File: config.mk
export PLATFORM = sky130hd
export DESIGN_NAME = nexi_uart_fifo_wb
export DESIGN_NICKNAME = d
export VERILOG_FILES = /design/src/rtl/nexi_uart_pkg.sv /design/src/rtl/nexi_uart_sync_fifo.sv /design/src/rtl/nexi_uart_fifo_wb.sv
export SDC_FILE = /design/constraint.sdc
export NUM_CORES = 1
export LEC_CHECK = 0
export BUFFER_PORTS_ARGS = -buffer_cell sky130_fd_sc_hd__buf_4
export CAP_MARGIN = 20
export CORE_UTILIZATION = 55
export CTS_BUF_LIST = sky130_fd_sc_hd__clkbuf_4
export CTS_CLUSTER_DIAMETER = 30
export DETAILED_ROUTE_END_ITERATION = 10
export PLACE_DENSITY = 0.76
export SLEW_MARGIN = 10
export SYNTH_ARGS = -nofsm -noshare
export SYNTH_HDL_FRONTEND = slang
export SYNTH_SLANG_ARGS = --single-unit
File: constraint.sdc
create_clock -name clk_i -period 3.4 [get_ports clk_i]
set_clock_uncertainty 0.05 [all_clocks]
set_input_delay 0.68 -clock clk_i [delete_from_list [all_inputs] [get_ports clk_i]]
set_output_delay 0.68 -clock clk_i [all_outputs]
set_load 0.01 [all_outputs]
File: src/rtl/nexi_uart_pkg.sv
// Shared constants for the NEXI Wishbone UART: register addresses, STATUS bit
// positions and the TX/RX state encodings.
package nexi_uart_pkg;

    localparam logic [2:0] ADDR_RXDATA = 3'd0;
    localparam logic [2:0] ADDR_TXDATA = 3'd1;
    localparam logic [2:0] ADDR_IER    = 3'd2;
    localparam logic [2:0] ADDR_STATUS = 3'd3;
    localparam logic [2:0] ADDR_DIV_LO = 3'd4;
    localparam logic [2:0] ADDR_DIV_HI = 3'd5;
    localparam logic [2:0] ADDR_RXTHR  = 3'd6;
    localparam logic [2:0] ADDR_LEVEL  = 3'd7;

    localparam int ST_RX_NOT_EMPTY = 0;
    localparam int ST_RX_FULL      = 1;
    localparam int ST_TX_FULL      = 2;
    localparam int ST_TX_IDLE      = 3;
    localparam int ST_OVERRUN      = 4;
    localparam int ST_FRAMING_ERR  = 5;

    typedef enum logic [1:0] {
        TX_IDLE  = 2'd0,
        TX_START = 2'd1,
        TX_DATA  = 2'd2,
        TX_STOP  = 2'd3
    } tx_state_e;

    typedef enum logic [1:0] {
        RX_IDLE  = 2'd0,
        RX_START = 2'd1,
        RX_DATA  = 2'd2,
        RX_STOP  = 2'd3
    } rx_state_e;

endpackage

File: src/rtl/nexi_uart_sync_fifo.sv
// Byte-wide synchronous FIFO with first-word fall-through read data.
// A push into a full FIFO is accepted only when a pop frees a slot in the same cycle.
module nexi_uart_sync_fifo #(
    parameter int FIFO_DEPTH = 16
) (
    input  logic                        clk_i,
    input  logic                        rst_ni,
    input  logic                        push,
    input  logic                        pop,
    input  logic [7:0]                  wdata,
    output logic [7:0]                  rdata,
    output logic                        full,
    output logic                        empty,
    output logic [$clog2(FIFO_DEPTH):0] count
);

    localparam int PTR_W = $clog2(FIFO_DEPTH);

    logic [7:0]       mem_r [FIFO_DEPTH];
    logic [PTR_W-1:0] wr_ptr_r;
    logic [PTR_W-1:0] rd_ptr_r;
    logic [PTR_W:0]   count_r;
    logic             push_ok_s;
    logic             pop_ok_s;

    // Qualify requests against the current fill level
    always_comb begin
        empty     = (count_r == {(PTR_W+1){1'b0}});
        full      = (count_r == (PTR_W+1)'(FIFO_DEPTH));
        pop_ok_s  = pop & ~empty;
        push_ok_s = push & (~full | pop);
        count     = count_r;
        rdata     = mem_r[rd_ptr_r];
    end

    // Storage array, no reset needed since empty slots are never observed
    always_ff @(posedge clk_i) begin
        if (push_ok_s) begin
            mem_r[wr_ptr_r] <= wdata;
        end
    end

    // Pointers wrap naturally because the depth is a power of two
    always_ff @(posedge clk_i) begin
        if (!rst_ni) begin
            wr_ptr_r <= {PTR_W{1'b0}};
            rd_ptr_r <= {PTR_W{1'b0}};
            count_r  <= {(PTR_W+1){1'b0}};
        end else begin
            if (push_ok_s) begin
                wr_ptr_r <= wr_ptr_r + PTR_W'(1'b1);
            end
            if (pop_ok_s) begin
                rd_ptr_r <= rd_ptr_r + PTR_W'(1'b1);
            end
            case ({push_ok_s, pop_ok_s})
                2'b10:   count_r <= count_r + (PTR_W+1)'(1'b1);
                2'b01:   count_r <= count_r - (PTR_W+1)'(1'b1);
                default: count_r <= count_r;
            endcase
        end
    end

endmodule

File: src/rtl/nexi_uart_fifo_wb.sv
// Wishbone-classic 8N1 UART with TX/RX FIFOs, programmable divisor and level IRQ.
// The TX byte stays at the FIFO head until its stop bit ends, so a full FIFO means 16 pending bytes.
module nexi_uart_fifo_wb
    import nexi_uart_pkg::*;
#(
    parameter int FIFO_DEPTH  = 16,
    parameter int DIV_W       = 16,
    parameter int DEFAULT_DIV = 868
) (
    input  logic       clk_i,
    input  logic       rst_ni,
    input  logic       cyc_i,
    input  logic       stb_i,
    input  logic       we_i,
    input  logic [2:0] addr_i,
    input  logic [7:0] data_i,
    output logic [7:0] data_o,
    output logic       ack_o,
    output logic       irq_o,
    input  logic       rx_pin,
    output logic       tx_pin
);

    localparam int CNT_W = $clog2(FIFO_DEPTH) + 1;

    logic             ack_r, irq_r, tx_pin_r, ovr_r, fe_r;
    logic [7:0]       data_r;
    logic [2:0]       ier_r;
    logic [CNT_W-1:0] rxthr_r, rxthr_wr_s;
    logic [DIV_W-1:0] div_r, div_eff_s, div_reload_s, rx_half_s;
    logic             req_s, sts_wr_s, tx_idle_s, irq_nxt_s;
    logic [7:0]       rd_val_s, status_s, level_s;

    logic             tx_push_s, tx_pop_s, tx_full_s, tx_empty_s, tx_more_s, tx_tick_s, tx_pin_nxt_s;
    logic [CNT_W-1:0] tx_count_s;
    logic [7:0]       tx_head_s;
    tx_state_e        tx_state_r, tx_state_nxt_s;
    logic [DIV_W-1:0] tx_cnt_r;
    logic [2:0]       tx_bit_r;

    logic             rx_meta_r, rx_sync_r, rx_tick_s;
    logic             rx_push_s, rx_pop_s, rx_full_s, rx_empty_s, rx_fe_s, rx_drop_s;
    logic [CNT_W-1:0] rx_count_s;
    logic [7:0]       rx_head_s, rx_shift_r;
    rx_state_e        rx_state_r, rx_state_nxt_s;
    logic [DIV_W-1:0] rx_cnt_r;
    logic [2:0]       rx_bit_r;

    assign ack_o  = ack_r;
    assign data_o = data_r;
    assign irq_o  = irq_r;
    assign tx_pin = tx_pin_r;

    nexi_uart_sync_fifo #(.FIFO_DEPTH(FIFO_DEPTH)) u_tx_fifo (
        .clk_i(clk_i), .rst_ni(rst_ni), .push(tx_push_s), .pop(tx_pop_s), .wdata(data_i),
        .rdata(tx_head_s), .full(tx_full_s), .empty(tx_empty_s), .count(tx_count_s)
    );

    nexi_uart_sync_fifo #(.FIFO_DEPTH(FIFO_DEPTH)) u_rx_fifo (
        .clk_i(clk_i), .rst_ni(rst_ni), .push(rx_push_s), .pop(rx_pop_s), .wdata(rx_shift_r),
        .rdata(rx_head_s), .full(rx_full_s), .empty(rx_empty_s), .count(rx_count_s)
    );

    // Bus decode, divisor helpers and derived status
    always_comb begin
        req_s        = cyc_i & stb_i & ~ack_r;
        sts_wr_s     = req_s & we_i & (addr_i == ADDR_STATUS);
        tx_push_s    = req_s & we_i & (addr_i == ADDR_TXDATA);
        rx_pop_s     = req_s & ~we_i & (addr_i == ADDR_RXDATA) & ~rx_empty_s;
        div_eff_s    = (div_r == {DIV_W{1'b0}}) ? DIV_W'(1'b1) : div_r;
        div_reload_s = div_eff_s - DIV_W'(1'b1);
        rx_half_s    = div_eff_s >> 1'b1;
        tx_idle_s    = tx_empty_s & (tx_state_r == TX_IDLE);
        level_s      = (32'(rx_count_s) > 32'd255) ? 8'hFF : 8'(rx_count_s);
        status_s     = 8'h00;
        status_s[ST_RX_NOT_EMPTY] = ~rx_empty_s;
        status_s[ST_RX_FULL]      = rx_full_s;
        status_s[ST_TX_FULL]      = tx_full_s;
        status_s[ST_TX_IDLE]      = tx_idle_s;
        status_s[ST_OVERRUN]      = ovr_r;
        status_s[ST_FRAMING_ERR]  = fe_r;
        irq_nxt_s = (ier_r[0] & (rx_count_s >= rxthr_r)) | (ier_r[1] & tx_idle_s) |
                    (ier_r[2] & (ovr_r | fe_r));
    end

    // RXTHR writes are clamped into 1..FIFO_DEPTH
    always_comb begin
        if (data_i == 8'd0) begin
            rxthr_wr_s = CNT_W'(1'b1);
        end else if (32'(data_i) > FIFO_DEPTH) begin
            rxthr_wr_s = CNT_W'(FIFO_DEPTH);
        end else begin
            rxthr_wr_s = CNT_W'(data_i);
        end
    end

    // Read data mux
    always_comb begin
        rd_val_s = 8'h00;
        case (addr_i)
            ADDR_RXDATA: rd_val_s = rx_empty_s ? 8'h00 : rx_head_s;
            ADDR_IER:    rd_val_s = {5'd0, ier_r};
            ADDR_STATUS: rd_val_s = status_s;
            ADDR_DIV_LO: rd_val_s = div_r[7:0];
            ADDR_DIV_HI: rd_val_s = 8'(div_r >> 4'd8);
            ADDR_RXTHR:  rd_val_s = 8'(rxthr_r);
            ADDR_LEVEL:  rd_val_s = level_s;
            default:     rd_val_s = 8'h00;
        endcase
    end

    // Bus handshake, read capture and control register writes
    always_ff @(posedge clk_i) begin
        if (!rst_ni) begin
            ack_r   <= 1'b0;
            data_r  <= 8'h00;
            ier_r   <= 3'd0;
            rxthr_r <= CNT_W'(1'b1);
            div_r   <= DIV_W'(DEFAULT_DIV);
        end else begin
            ack_r <= req_s;
            if (req_s) begin
                data_r <= rd_val_s;
            end
            if (req_s && we_i) begin
                case (addr_i)
                    ADDR_IER:    ier_r   <= data_i[2:0];
                    ADDR_DIV_LO: div_r   <= (div_r & ~DIV_W'(8'hFF)) | DIV_W'(data_i);
                    ADDR_DIV_HI: div_r   <= (div_r & DIV_W'(8'hFF)) | (DIV_W'(data_i) << 4'd8);
                    ADDR_RXTHR:  rxthr_r <= rxthr_wr_s;
                    default:     begin end
                endcase
            end
        end
    end

    // Sticky error flags; a new event wins over a same-cycle clear
    always_ff @(posedge clk_i) begin
        if (!rst_ni) begin
            ovr_r <= 1'b0;
            fe_r  <= 1'b0;
        end else begin
            ovr_r <= (ovr_r & ~(sts_wr_s & data_i[ST_OVERRUN])) | rx_drop_s;
            fe_r  <= (fe_r & ~(sts_wr_s & data_i[ST_FRAMING_ERR])) | rx_fe_s;
        end
    end

    // Registered interrupt and serial output
    always_ff @(posedge clk_i) begin
        if (!rst_ni) begin
            irq_r    <= 1'b0;
            tx_pin_r <= 1'b1;
        end else begin
            irq_r    <= irq_nxt_s;
            tx_pin_r <= tx_pin_nxt_s;
        end
    end

    // TX state register; the bit timer reloads only at bit boundaries
    always_ff @(posedge clk_i) begin
        if (!rst_ni) begin
            tx_state_r <= TX_IDLE;
            tx_cnt_r   <= {DIV_W{1'b0}};
            tx_bit_r   <= 3'd0;
        end else begin
            tx_state_r <= tx_state_nxt_s;
            if ((tx_state_r == TX_IDLE) || tx_tick_s) begin
                tx_cnt_r <= div_reload_s;
            end else begin
                tx_cnt_r <= tx_cnt_r - DIV_W'(1'b1);
            end
            if (tx_state_r != TX_DATA) begin
                tx_bit_r <= 3'd0;
            end else if (tx_tick_s) begin
                tx_bit_r <= tx_bit_r + 3'd1;
            end
        end
    end

    // TX next state; a pending byte at the end of STOP starts the next frame at once
    always_comb begin
        tx_tick_s      = (tx_cnt_r == {DIV_W{1'b0}});
        tx_more_s      = (tx_count_s > CNT_W'(1'b1)) | tx_push_s;
        tx_state_nxt_s = tx_state_r;
        case (tx_state_r)
            TX_IDLE:  tx_state_nxt_s = tx_empty_s ? TX_IDLE : TX_START;
            TX_START: tx_state_nxt_s = tx_tick_s ? TX_DATA : TX_START;
            TX_DATA:  tx_state_nxt_s = (tx_tick_s && (tx_bit_r == 3'd7)) ? TX_STOP : TX_DATA;
            TX_STOP:  begin
                if (tx_tick_s) begin
                    tx_state_nxt_s = tx_more_s ? TX_START : TX_IDLE;
                end else begin
                    tx_state_nxt_s = TX_STOP;
                end
            end
            default:  tx_state_nxt_s = TX_IDLE;
        endcase
    end

    // TX outputs: line level and FIFO pop when the stop bit completes
    always_comb begin
        tx_pop_s = (tx_state_r == TX_STOP) & tx_tick_s;
        case (tx_state_r)
            TX_START: tx_pin_nxt_s = 1'b0;
            TX_DATA:  tx_pin_nxt_s = tx_head_s[tx_bit_r];
            default:  tx_pin_nxt_s = 1'b1;
        endcase
    end

    // Two-flop synchroniser on the serial input
    always_ff @(posedge clk_i) begin
        if (!rst_ni) begin
            rx_meta_r <= 1'b1;
            rx_sync_r <= 1'b1;
        end else begin
            rx_meta_r <= rx_pin;
            rx_sync_r <= rx_meta_r;
        end
    end

    // RX state register, half-bit start timer and data shifter
    always_ff @(posedge clk_i) begin
        if (!rst_ni) begin
            rx_state_r <= RX_IDLE;
            rx_cnt_r   <= {DIV_W{1'b0}};
            rx_bit_r   <= 3'd0;
            rx_shift_r <= 8'h00;
        end else begin
            rx_state_r <= rx_state_nxt_s;
            if (rx_state_r == RX_IDLE) begin
                rx_cnt_r <= (rx_half_s == {DIV_W{1'b0}}) ? {DIV_W{1'b0}} : rx_half_s - DIV_W'(1'b1);
            end else if (rx_tick_s) begin
                rx_cnt_r <= div_reload_s;
            end else begin
                rx_cnt_r <= rx_cnt_r - DIV_W'(1'b1);
            end
            if (rx_state_r != RX_DATA) begin
                rx_bit_r <= 3'd0;
            end else if (rx_tick_s) begin
                rx_bit_r   <= rx_bit_r + 3'd1;
                rx_shift_r <= {rx_sync_r, rx_shift_r[7:1]};
            end
        end
    end

    // RX next state; with a 1-cycle bit the falling edge itself is the start sample
    always_comb begin
        rx_tick_s      = (rx_cnt_r == {DIV_W{1'b0}});
        rx_state_nxt_s = rx_state_r;
        case (rx_state_r)
            RX_IDLE: begin
                if (!rx_sync_r) begin
                    rx_state_nxt_s = (rx_half_s == {DIV_W{1'b0}}) ? RX_DATA : RX_START;
                end else begin
                    rx_state_nxt_s = RX_IDLE;
                end
            end
            RX_START: begin
                if (rx_tick_s) begin
                    rx_state_nxt_s = rx_sync_r ? RX_IDLE : RX_DATA;
                end else begin
                    rx_state_nxt_s = RX_START;
                end
            end
            RX_DATA: rx_state_nxt_s = (rx_tick_s && (rx_bit_r == 3'd7)) ? RX_STOP : RX_DATA;
            RX_STOP: rx_state_nxt_s = rx_tick_s ? RX_IDLE : RX_STOP;
            default: rx_state_nxt_s = RX_IDLE;
        endcase
    end

    // RX outputs: push on a good stop bit, flag a bad one, detect overrun
    always_comb begin
        rx_push_s = (rx_state_r == RX_STOP) & rx_tick_s & rx_sync_r;
        rx_fe_s   = (rx_state_r == RX_STOP) & rx_tick_s & ~rx_sync_r;
        rx_drop_s = rx_push_s & rx_full_s & ~rx_pop_s;
    end

endmodule

---- Word level (Yosys, flattened, before mapping) ----
Memory sizes are Yosys's and may differ from the RTL's. A register that Yosys moved wholly into a read port is not among the register bits.
Cells that the tools add are included.
Widths: inputs -> output; s select.
word-level totals
  register bits ........................... 115
  memories ................................ 2
  input port bits ......................... 17
  output and inout port bits .............. 11
  RAM bits ................................ 256
memories
  memory           depth  bits a word  read ports  clocked after memory_dff  wr ports  line                       RTL
  u_rx_fifo.mem_r  16     8            1           1                         1         nexi_uart_sync_fifo.sv:19  logic [7:0] mem_r [FIFO_DEPTH];
  u_tx_fifo.mem_r  16     8            1           1                         1         nexi_uart_sync_fifo.sv:19
operators by class
  order comparisons ....................... 4
  mux-type cells .......................... 36
  eq/ne operators ......................... 23
  add/subtract/negate cells ............... 14
  bitwise gates (word level) .............. 48
  reductions and logical operators ........ 23
operator list
  cell                   number
  $mux 16                5
  $logic_not 16->1       4
  $pmux 8 s7             1
  $sub 16x1->16 const B  3
  $pmux 16 s2            1
  $and 1x1->1            26
  $pmux 5 s2             2
  $eq 3x3->1 const B     6
  $add 4x1->4 const B    4
  $mux 4                 4
  $or 16x8->16           1
  $or 8x16->16           1
  $pmux 2 s4             2
  $sub 15x1->16 const B  1
  $mux 2                 7
  $eq 2x2->1 const B     6
  $not 1->1              12
  $add 5x1->5 const B    2
  $eq 5x5->1 const B     2
  $logic_not 5->1        2
  $mux 5                 2
  $sub 5x1->5 const B    2
  $mux 1                 9
  $eq 2x1->1 const B     4
  20 further kinds       39

---- Logic depth before layout (Yosys ltp) ----
Gate-level depths: netlist of the first run.
  depth after elaboration ................. 9
  mapped depth ............................ 15

---- By module ----
Synthesis of the first run repeated with hierarchy kept, for this count alone.
unflattened totals
  cells, all modules ...................... 1,264
  area total of the unflattened synthesis .. 16,798.6 um^2
by module, submodules not included
  module                            cells each  sequential area each (um^2)  area each (um^2)  times used
  nexi_uart_sync_fifo at u_rx_fifo  321         4,184.0                      5,839.4           1
  nexi_uart_sync_fifo at u_tx_fifo  320         4,184.0                      5,838.1           1
  nexi_uart_fifo_wb                 623         1,781.7                      5,121.2           1

---- Least setup slack after synthesis of the first run ----
OpenSTA, ideal clock, no wires.
  path kind ............................... input -> register
  from .................................... in addr_i[2]
  to ...................................... reg u_rx_fifo.count_r[4], in the netlist u_rx_fifo.count[4]
  cell stages on the path ................. 14
  path slack .............................. -0.188 ns
  data required time ...................... 3.280 ns
  arrival ................................. 3.467 ns
  path buffers ............................ 0
  library setup time ...................... 0.070 ns
  path through ............................ or3_1 a2111o_1 and3_1 nor3_4 inv_1 ha_1 inv_1 fa_1 inv_1 a21o_1 a21oi_1 xnor2_1 or3_1 a21oi_1
on the way
  longest elaborated chain between the ends .. 7
  elaborated cells between the ends (all ways) .. 10
  classes of those cells .................. 2 x eq/ne; 1 x mux; 5 x bitwise; 2 x reduce/logical
RTL lines
  item                                                    line                       RTL
  start: declaration                                      nexi_uart_fifo_wb.sv:15    input logic [2:0] addr_i,
  $logic_not 3->1 *                                       nexi_uart_fifo_wb.sv:69    rx_pop_s = req_s & ~we_i & (addr_i == ADDR_RXDATA) & ~rx_empty_s;
  $and 1x1->1 * (2 in series)                             nexi_uart_fifo_wb.sv:69
  $or 1x1->1                                              nexi_uart_sync_fifo.sv:31  push_ok_s = push & (~full | pop);
  $and 1x1->1                                             nexi_uart_sync_fifo.sv:31
  $eq 2x1->1 / $eq 2x2->1 (equally long branches)         nexi_uart_sync_fifo.sv:56  case ({push_ok_s, pop_ok_s})
  $pmux 5 s2 / $reduce_bool 2->1 (equally long branches)  n/a
  end signal: assignment                                  nexi_uart_sync_fifo.sv:57  2'b10: count_r <= count_r + (PTR_W+1)'(1'b1);
  end signal: assignment                                  nexi_uart_sync_fifo.sv:58  2'b01: count_r <= count_r - (PTR_W+1)'(1'b1);
  end signal: assignment                                  nexi_uart_sync_fifo.sv:59  default: count_r <= count_r;
  end: declaration                                        nexi_uart_sync_fifo.sv:22  logic [PTR_W:0] count_r;
Mark *: on every way between the ends. The rest lies on a longest branch, timed or not.
A chain may end at the register's enable or synchronous reset.

---- Worst setup path after layout of the first run ----
  from .................................... reg rx_cnt_r[10]
  to ...................................... reg u_rx_fifo.count_r[4], in the netlist u_rx_fifo.count[4]
on the way
  longest elaborated chain between the ends .. 6
  elaborated cells between the ends (all ways) .. 8
  classes of those cells .................. 2 x eq/ne; 1 x mux; 3 x bitwise; 2 x reduce/logical
RTL lines
  item                                                    line                       RTL
  start: declaration                                      nexi_uart_fifo_wb.sv:46    logic [DIV_W-1:0] rx_cnt_r;
  start signal: assignment                                nexi_uart_fifo_wb.sv:225   rx_cnt_r <= {DIV_W{1'b0}};
  start signal: assignment                                nexi_uart_fifo_wb.sv:231   rx_cnt_r <= (rx_half_s == {DIV_W{1'b0}}) ? {DIV_W{1'b0}} : rx_half_s - DIV_W'(1'b1);
  start signal: assignment                                nexi_uart_fifo_wb.sv:233   rx_cnt_r <= div_reload_s;
  $logic_not 16->1 *                                      nexi_uart_fifo_wb.sv:248   rx_tick_s = (rx_cnt_r == {DIV_W{1'b0}});
  $and 1x1->1 * (2 in series)                             nexi_uart_fifo_wb.sv:273   rx_push_s = (rx_state_r == RX_STOP) & rx_tick_s & rx_sync_r;
  $and 1x1->1 *                                           nexi_uart_sync_fifo.sv:31
  $eq 2x1->1 / $eq 2x2->1 (equally long branches)         nexi_uart_sync_fifo.sv:56
  $pmux 5 s2 / $reduce_bool 2->1 (equally long branches)  n/a
Marks and branches as above.

==> results of run 1 <==
==> routing by layer <==
metal | global-route usage | vias up
met3 | 0.0485 | 91
met1 | 0.308 | 5106
met5 | 0 | -
met4 | 0.108 | 0
met2 | 0.388 | 338
li1 | - | 4843
==> flip-flops by register name, indices dropped and copies added, names as in the netlist, 8 cells and up, named ones only <==
register,cells
data_o,8
div_r,16
rx_cnt_r,16
rx_shift_r,8
tx_cnt_r,16
u_rx_fifo.mem_r,128
u_tx_fifo.mem_r,128
==> cells by family after synthesis <==
logic type	Yosys count	share of synthesized area
AOI/OAI and AO/OA	149	0.0603
xor gates and xnor gates	70	0.0370
adders and majority gates	37	0.0284
buffers and inverters	103	0.0252
DFF	379	0.613
muxes	111	0.125
and+or+nand+nor	361	0.112
==> layout make-up <==
type | instances | area [um^2]
diodes | 1 | 2.50
inverters | 38 | 143
multi-input cells | 728 | 6050
well taps | 390 | 488
clock inverters | 38 | 329
repair buffers | 75 | 563
flip-flops and latches | 379 | 10200
fillers | 2196 | 10900
clock buffers | 135 | 1010
==> worst register-to-register path, cell delays in order, from the launching register on <==
cell,delay [ns]
dfxtp_1,0.32
or4_4,0.57
nor4b_4,0.34
nand4_2,0.21
nor3_4,0.16
inv_1,0.10
ha_4,0.19
inv_2,0.07
fa_2,0.20
inv_1,0.05
a21o_1,0.19
a21oi_2,0.14
xnor2_1,0.08
or3_1,0.30
a21oi_1,0.16
==> where the power goes <==
part           internal (mW)  switching (mW)
logic                 0.0994           0.172
registers               4.91          0.0237
clock network           2.31            1.80
total                   7.31            2.00
==> placed cells by master, fill, tap and decap left out, types with 12 or more instances in the layout <==
cell,Yosys,routed
a211oi_1,12,12
a21oi_1,47,46
and2_1,16,16
buf_4,4,75
clkbuf_4,0,135
clkinv_1,1,21
dfxtp_1,123,120
edfxtp_1,256,256
ha_1,36,35
inv_1,36,35
mux2i_1,32,32
mux4_2,76,76
nand2_1,63,63
nand2b_1,14,14
nand3_1,27,26
nor2_1,132,131
nor2b_1,12,12
nor3_1,22,22
o21ai_0,20,20
xnor2_1,38,38
xor2_1,32,32
==> worst paths after layout <==
path	start	end	slack (ns)
setup reg to reg	rx_cnt_r[10]	u_rx_fifo.count[4]	0.18
hold / removal	rx_pin	rx_meta_r	0.07
hold reg to reg	rx_meta_r	rx_sync_r	0.35
setup / recovery	rx_cnt_r[10]	u_rx_fifo.count[4]	0.18
==> stage by stage <==
stage | cell area [um^2] | hold slack [ns] | TNS (ns) | util
2_1_floorplan | 16600 | 0.336 | 0 | -
3_3_place_gp | 17300 | 0.350 | 0 | 0.585
3_5_place_dp | 17300 | 0.351 | -0.0259 | 0.585
4_1_cts | 18700 | 0.0324 | 0 | 0.630
5_1_grt | 18700 | 0.0177 | 0 | 0.632
6_report | 18700 | 0.0749 | 0 | 0.632
==> what timing repair did <==
action,CTS,global route
hold buffers,0,0
setup endpoints to repair,0,69
setup buffers,0,2
gates resized for setup,0,6
==> qor.yml, run 1 <==
outcome:
  status: "completed"
place:
  dp.cells: 1608
  place.port_buffers: 27
  place_ws_ns: -0.0259
  place_congestion: 0.890
  place_hpwl_mm: 24.0
layout:
  drive_above_1_share: 0.243
  area_delta_synth_final_pct: 13.1
  nets: 1374
  final_cells: 1784
global_routing:
  grt_overflow_total: 0
  grt_pass1_wl_mm: 55.7
  first_global_vias: 10400
  grt_max_degree: 42
  antenna_found_initial: 1
  gr-usage-all-layers: 0.238
timing:
  setup_ws_ns: 0.175
  fin_crit_ns: 3.22
  rsz0062_at_grt: "false"
  worst_slew_pin_slew_ns: 0.901
  period_share: 0.949
  max_freq_ghz: 0.310
  slew_violations: 0
  finalHoldViolCount: 0
  setup_violations: 0
  slew_headroom: 0.397
routing:
  drc: 0
  drt_wl_total_mm: 35.9
  wl_met2_mm: 17.7
  dr.pass1.iters: 5
  routedWlPerCell_um: 20.1
  dr.max_layer_used: "met4"
  wl_met3_mm: 2.15
  drtIter0Drc: 890
  vias: 10400
  via_per_inst: 5.82
  postRouteAntennaNets: 0
  m1WireLength_mm: 14.9
yosys:
  synth_edf_count: 256
  synth_top_area_cell: "edfxtp_1"
  syn_nets: 1264
  yosys-top-cells-area: "edfxtp_1 (46%), dfxtp_1 (15%), mux4_2 (10%)"
  ys_types: 75
  synth-main-ff-cell: "edfxtp_1"
  yosys_register_bits: 379
  synth_area_per_cell_um2: 13.7
  synth_top_cell_area_share: 0.464
  syn_area_um2: 16600
  synth_common_cells: "edfxtp_1 (256), nor2_1 (132), dfxtp_1 (123)"
  seq_area_frac_synth: 0.613
  synthArstFlopShare: 0
  synthCells: 1210
  yosysWarnings: 0
  yosysMostFrequentCell: "edfxtp_1"
worst_setup_path:
  arrival_ns: 3.85
  r2r_cells: 14
  crit_buf_inv: 3
  worstPathCellList: "or4_4 > nor4b_4 > nand4_2 > nor3_4 > inv_1 > ha_4 > inv_2 > fa_2 > inv_1 > a21o_1 > a21oi_2 > xnor2_1 > or3_1 > a21oi_1"
  start_kind: "register"
  cpMostUsedCell: "inv_1"
  slowest_delay_ns: 0.57
  cp.required_ns: 4.03
  cp_max_fo: 4
  critPathKind: "register to register"
  crit_cells: 14
  critPathTopFamily: "simple AND/OR/NAND/NOR gates"
  cp_slowest_cell: "or4_4"
  worst_setup_path_end_kind: "register"
power:
  finalPower_mw: 9.31
  p_leak_nw: 6.59
  peakVddDrop_mv: 0.361
  power_density_nw_per_um2: 497
flow_run:
  drv_cap: 0
die:
  fp-row-count: 63
  start_util: 0.559
  fp.dieH_um: 176
  die-area_um2: 30800
  core-area_um2: 29600
  pin_count: 28
  fp.dieW_um: 176
clock_network:
  cts-root-buf: "clkbuf_4"
  ctsLongestPathBuffers: 3
  cts_made_buffers: 98
  path_clk_slew_ns: 0.06
  cts.sinks: 379
  clk_latency_ns: 0.76
  cts_max_level: 3
  tritoncts: "built"
worst_hold_path:
  worstHoldPathType: "input pin to register"
  hold_path_depth: 2
Note: power is estimated with default switching activity, not from simulation.
==> run 2: changes to the inputs <==
--- a/config.mk
+++ b/config.mk
@@ -7,6 +7,7 @@
 export LEC_CHECK = 0
 export BUFFER_PORTS_ARGS = -buffer_cell sky130_fd_sc_hd__buf_4
 export CAP_MARGIN = 20
+export CORE_ASPECT_RATIO = 1.1
 export CORE_UTILIZATION = 55
 export CTS_BUF_LIST = sky130_fd_sc_hd__clkbuf_4
 export CTS_CLUSTER_DIAMETER = 30
==> qor.yml, run 2 (same netlist as run 1, synthesis figures left out) <==
routing:
  drt_wl_total_mm: 35.5
  routedWlPerCell_um: 20.1
  vias: 10500
  via_per_inst: 5.96
  drc: 0
  drtIter0Drc: 863
  dr.pass1.iters: 5
  postRouteAntennaNets: 0
place:
  place_hpwl_mm: 23.8
  place.port_buffers: 27
  place_congestion: 0.915
layout:
  utilization: 0.630
  mostFrequentLayoutCell: "edfxtp_1"
  area_delta_synth_final_pct: 12.3
  nets: 1366
  top_regs: "u_rx_fifo.mem_r: 128 flops, u_tx_fifo.mem_r: 128 flops"
  drive_above_1_share: 0.238
  layout_common_cells: "edfxtp_1 (256), nor2_1 (132), clkbuf_4 (129), dfxtp_1 (121), mux4_2 (76)"
die:
  die-area_um2: 30800
  pin_count: 28
  fp.dieW_um: 167
  core-area_um2: 29600
  start_util: 0.560
  fp-row-count: 66
  fp.dieH_um: 184
worst_hold_path:
  hold_path_depth: 2
  hold_path_end: "rx_meta_r"
  holdCritStartpoint: "rx_pin"
  worstHoldPathType: "input pin to register"
outcome:
  status: "completed"
worst_setup_path:
  slowest_delay_ns: 0.54
  worstSetupStartpoint: "rx_cnt_r[9]"
  critPathTopFamily: "simple AND/OR/NAND/NOR gates"
  start_kind: "register"
  cpMostUsedCell: "inv_1"
  worstReg2RegStart: "rx_cnt_r[9]"
  cp_slowest_cell: "or4_4"
  r2r_end: "u_rx_fifo.count[4]"
  critPathKind: "register to register"
  worst_setup_path_end_kind: "register"
  r2r_cells: 14
  crit_buf_inv: 3
  ff2ff_setup_slack_ns: 0.20
  cp_max_fo: 4
  cp.required_ns: 4.03
  arrival_ns: 3.83
  worstPathCellList: "or4_4 > nor4b_4 > nand4_2 > nor3_4 > inv_1 > ha_2 > inv_2 > fa_2 > inv_1 > a21o_1 > a21oi_2 > xnor2_1 > or3_1 > a21oi_1"
timing:
  max_freq_ghz: 0.312
  slew_violations: 0
  worst_slew_pin_slew_ns: 0.968
  finalHoldViolCount: 0
  rsz0062_at_grt: "false"
  fin_crit_ns: 3.20
  holdWs_ns: 0.0683
  setup_violations: 0
  slew_headroom: 0.352
  period_share: 0.942
clock_network:
  cts_made_buffers: 93
  cts_max_level: 3
  clk_latency_ns: 0.76
  tritoncts: "built"
  cts_hold_buf: 0
  path_clk_slew_ns: 0.07
  ctsLongestPathBuffers: 3
  cts.sinks: 379
  cts-root-buf: "clkbuf_4"
flow_run:
  drv_cap: 0
power:
  p_leak_nw: 6.53
  peakVddDrop_mv: 0.344
  power_density_nw_per_um2: 490
  finalPower_mw: 9.12
global_routing:
  grt_pass1_wl_mm: 56.4
  antenna_found_initial: 1
  gr-usage-all-layers: 0.240
  grt_max_degree: 45
  grt_overflow_total: 0
  first_global_vias: 10600
## run 2: changes by cell type in the layout (fill, tap and decap cells not counted), sizes merged
cell      previous run  this run
inv                 41        42
clkbuf             135       129
buf                 75        72
clkinvlp             2         3
clkinv              27        30
bufinv               6         4
## run 2: repair_timing
item,in CTS,in global routing
buffers inserted,0,1
gates resized for setup,0,1
endpoints found under the setup margin,0,2
## run 2: layer usage
metal  GRT usage  share of wire
met1       0.294           0.40
met2       0.410           0.51
met3      0.0502          0.058
met4       0.109          0.029
met5           0              0
## run 2: per-stage QoR
step	area, um^2	worst slack, ns	cells	setup TNS, ns
6_report	18600	0.197	1762	0
5_1_grt	18600	0.00313	1762	0
4_1_cts	18600	0.0683	1760	0
3_5_place_dp	17300	-0.00318	1590	-0.00318
3_3_place_gp	17300	0.0526	1590	0
2_1_floorplan	16600	0.0105	1210	0
## run 2: how the worst max path moves through the flow
stage,end,cells past startpoint
final,u_rx_fifo.count[4],14
after CTS,u_rx_fifo.count[4],14
after global routing,u_rx_fifo.count[4],14
after floorplan,u_rx_fifo.count[4],12
after detailed placement,u_rx_fifo.count[4],15
after global placement,u_rx_fifo.count[4],15
## run 2: layout make-up
cell class | instances | area (um^2)
Clock inverter | 41 | 292
Multi-Input combinational cell | 728 | 6020
Tap cell | 374 | 468
Sequential cell | 379 | 10200
Timing Repair Buffer | 72 | 566
Antenna cell | 1 | 2.50
Inverter | 38 | 143
Clock buffer | 129 | 968
Fill cell | 2223 | 11000
## run 2: where the power goes
part / leakage, nW / internal [mW] / switching, mW
Combinational: 2.46 / 0.0997 / 0.169
Sequential: 3.33 / 4.90 / 0.0226
Clock: 0.736 / 2.09 / 1.83
==> run 3: changes to the inputs <==
--- a/config.mk
+++ b/config.mk
@@ -5,9 +5,11 @@
 export SDC_FILE = /design/constraint.sdc
 export NUM_CORES = 1
 export LEC_CHECK = 0
+export ABC_AREA = 1
 export BUFFER_PORTS_ARGS = -buffer_cell sky130_fd_sc_hd__buf_4
 export CAP_MARGIN = 20
 export CORE_ASPECT_RATIO = 1.1
+export CORE_MARGIN = 1.5
 export CORE_UTILIZATION = 55
 export CTS_BUF_LIST = sky130_fd_sc_hd__clkbuf_4
 export CTS_CLUSTER_DIAMETER = 30
==> qor.yml, run 3 <==
yosys:
  synthArstFlopShare: 0
  syn_nets: 1888
  synth_common_cells: "nand2_1 (366), edfxtp_1 (256), nand3_1 (240)"
  yosys-top-cells-area: "edfxtp_1 (45%), dfxtp_1 (14%), nand2_1 (8.0%)"
  synth_compound_area_frac: 0.0954
  synth_area_per_cell_um2: 9.35
  synth-main-ff-cell: "edfxtp_1"
  synth_xor_xnor_area_share: 0.0174
  yosys-mux-area-fraction: 0
  seq_area_frac_synth: 0.592
  ys_types: 48
  yosys_register_bits: 379
  synth_top_cell_area_share: 0.448
  synthCells: 1834
  yosysWarnings: 0
  synth_edf_count: 256
  synthAdderAreaFrac: 0.0274
  synth_top_area_cell: "edfxtp_1"
  synth_simple_gate_area_share: 0.217
  yosysMostFrequentCell: "nand2_1"
  syn_area_um2: 17200
  synth_top_family_by_area: "simple AND/OR/NAND/NOR gates"
routing:
  postRouteAntennaNets: 0
  routedWlPerCell_um: 17.7
  drt_wl_total_mm: 43.2
  via_per_inst: 5.60
  drc: 0
  drtIter0Drc: 1083
  dr.pass1.iters: 5
  vias: 13700
worst_setup_path:
  critPathKind: "register to register"
  start_kind: "register"
  cp_max_fo: 5
  worst_setup_path_end_kind: "register"
  cp.required_ns: 4.02
  arrival_ns: 3.61
clock_network:
  clk_latency_ns: 0.75
  cts_hold_buf: 0
  path_clk_slew_ns: 0.06
  cts_setup_buffers: 0
  cts_max_level: 3
  ctsLongestPathBuffers: 3
  tritoncts: "built"
  cts-root-buf: "clkbuf_4"
  cts-resized-gates: 0
  cts_made_buffers: 97
  cts.sinks: 379
die:
  fp.dieH_um: 188
  pin_count: 28
  die-area_um2: 32300
  fp.dieW_um: 171
  fp-row-count: 67
  start_util: 0.561
  core-area_um2: 30600
power:
  p_leak_nw: 7.93
  finalPower_mw: 9.56
  power_density_nw_per_um2: 492
  peakVddDrop_mv: 0.360
global_routing:
  grt_pass1_wl_mm: 68.6
  gr-usage-all-layers: 0.276
  grt_max_degree: 66
  first_global_vias: 13300
  antenna_found_initial: 2
  grt_overflow_total: 0
timing:
  finalHoldViolCount: 0
  max_freq_ghz: 0.334
  slew_violations: 0
  fin_crit_ns: 2.99
  slew_headroom: 0.300
  finalSetupTns_ns: 0
  period_share: 0.880
  setup_ws_ns: 0.410
  setup_violations: 0
  rsz0062_at_grt: "false"
  worst_slew_pin_slew_ns: 1.05
place:
  place.port_buffers: 27
  place_hpwl_mm: 28.6
  dp.cells: 2258
  post_dp_cell_area_um2: 18000
  place_congestion: 1.02
  place_ws_ns: 0.250
outcome:
  status: "completed"
layout:
  top_regs: "u_rx_fifo.mem_r: 128 flops, u_tx_fifo.mem_r: 128 flops"
  nets: 1998
  final_cells: 2442
  n_fill_cell: 2516
  layout_common_cells: "nand2_1 (366), edfxtp_1 (256), nand3_1 (240), nor2_1 (196), clkbuf_4 (144)"
  area_delta_synth_final_pct: 13.3
  drive_above_1_share: 0.138
  stdcell_area_um2: 19400
  mostFrequentLayoutCell: "nand2_1"
worst_hold_path:
  worstHoldPathType: "input pin to register"
flow_run:
  drv_cap: 0
## run 3: cell count changes in the layout (fill, tap and decap cells not counted), moves of 16 or more
cell	change
mux4_2	-76
o211ai_1	+25
nand3_1	+213
and2_1	-16
mux2i_1	-32
nor2_1	+64
xnor2_1	-29
nand2_1	+303
a21oi_1	+58
o21ai_0	+95
inv_1	+106
## run 3: worst paths after layout
check | start | endpoint | slack [ns] | depth (start not counted)
hold / removal | rx_pin | rx_meta_r | 0.08 | 2
hold reg to reg | rx_meta_r | rx_sync_r | 0.39 | 1
setup / recovery | rx_cnt_r[0] | u_rx_fifo.count[4] | 0.41 | 16
setup reg to reg | rx_cnt_r[0] | u_rx_fifo.count[4] | 0.41 | 16
## run 3: through the flow
stage               hold WS, ns   util
floorplan                 0.343      -
global placement          0.347  0.588
detailed placement        0.352  0.588
CTS                      0.0329  0.634
global route             0.0227  0.635
finish                   0.0801  0.635
## run 3: logic make-up after synthesis
family,after synthesis
AOI/OAI and AO/OA,296
xor gates and xnor gates,34
DFF,379
and+or+nand+nor,860
adders and majority gates,37
buffers and inverters,228
## run 3: power by group
part	switching, mW	leakage (nW)	internal (mW)	total, mW
sequential	0.0214	3.59	4.91	4.93
combinational	0.209	3.52	0.0898	0.299
clock	1.85	0.820	2.48	4.33
total	2.08	7.93	7.48	9.56
## run 3: worst max-delay path, stage by stage (launching register included)
cell,delay (ns)
dfxtp_1,0.31
inv_1,0.10
ha_1,0.19
nand4_1,0.10
nor3_1,0.20
nand2_2,0.13
nor3_4,0.26
nand2_2,0.09
ha_1,0.25
ha_1,0.34
nand2_1,0.09
nand2_1,0.05
a31oi_1,0.18
inv_1,0.05
o21ai_0,0.22
o21ai_0,0.13
a21oi_1,0.17
## run 3: final cells by class
type | instances | area (um^2) | area share
sequential | 379 | 10200 | 0.522
multi-input combinational | 1227 | 6130 | 0.315
clock buffer | 144 | 1080 | 0.0556
timing repair buffer | 82 | 628 | 0.0323
inverter | 157 | 589 | 0.0303
tap | 414 | 518 | 0.0267
clock inverter | 36 | 333 | 0.0171
antenna | 3 | 7.51 | 0.000386
## run 3: metal layers
metal / share of wire / global-route usage / vias up
met4: 0.031 / 0.113 / 0
met1: 0.42 / 0.355 / 6430
met2: 0.48 / 0.457 / 556
li1: - / - / 6590
met5: 0 / 0 / -
met3: 0.068 / 0.0523 / 98
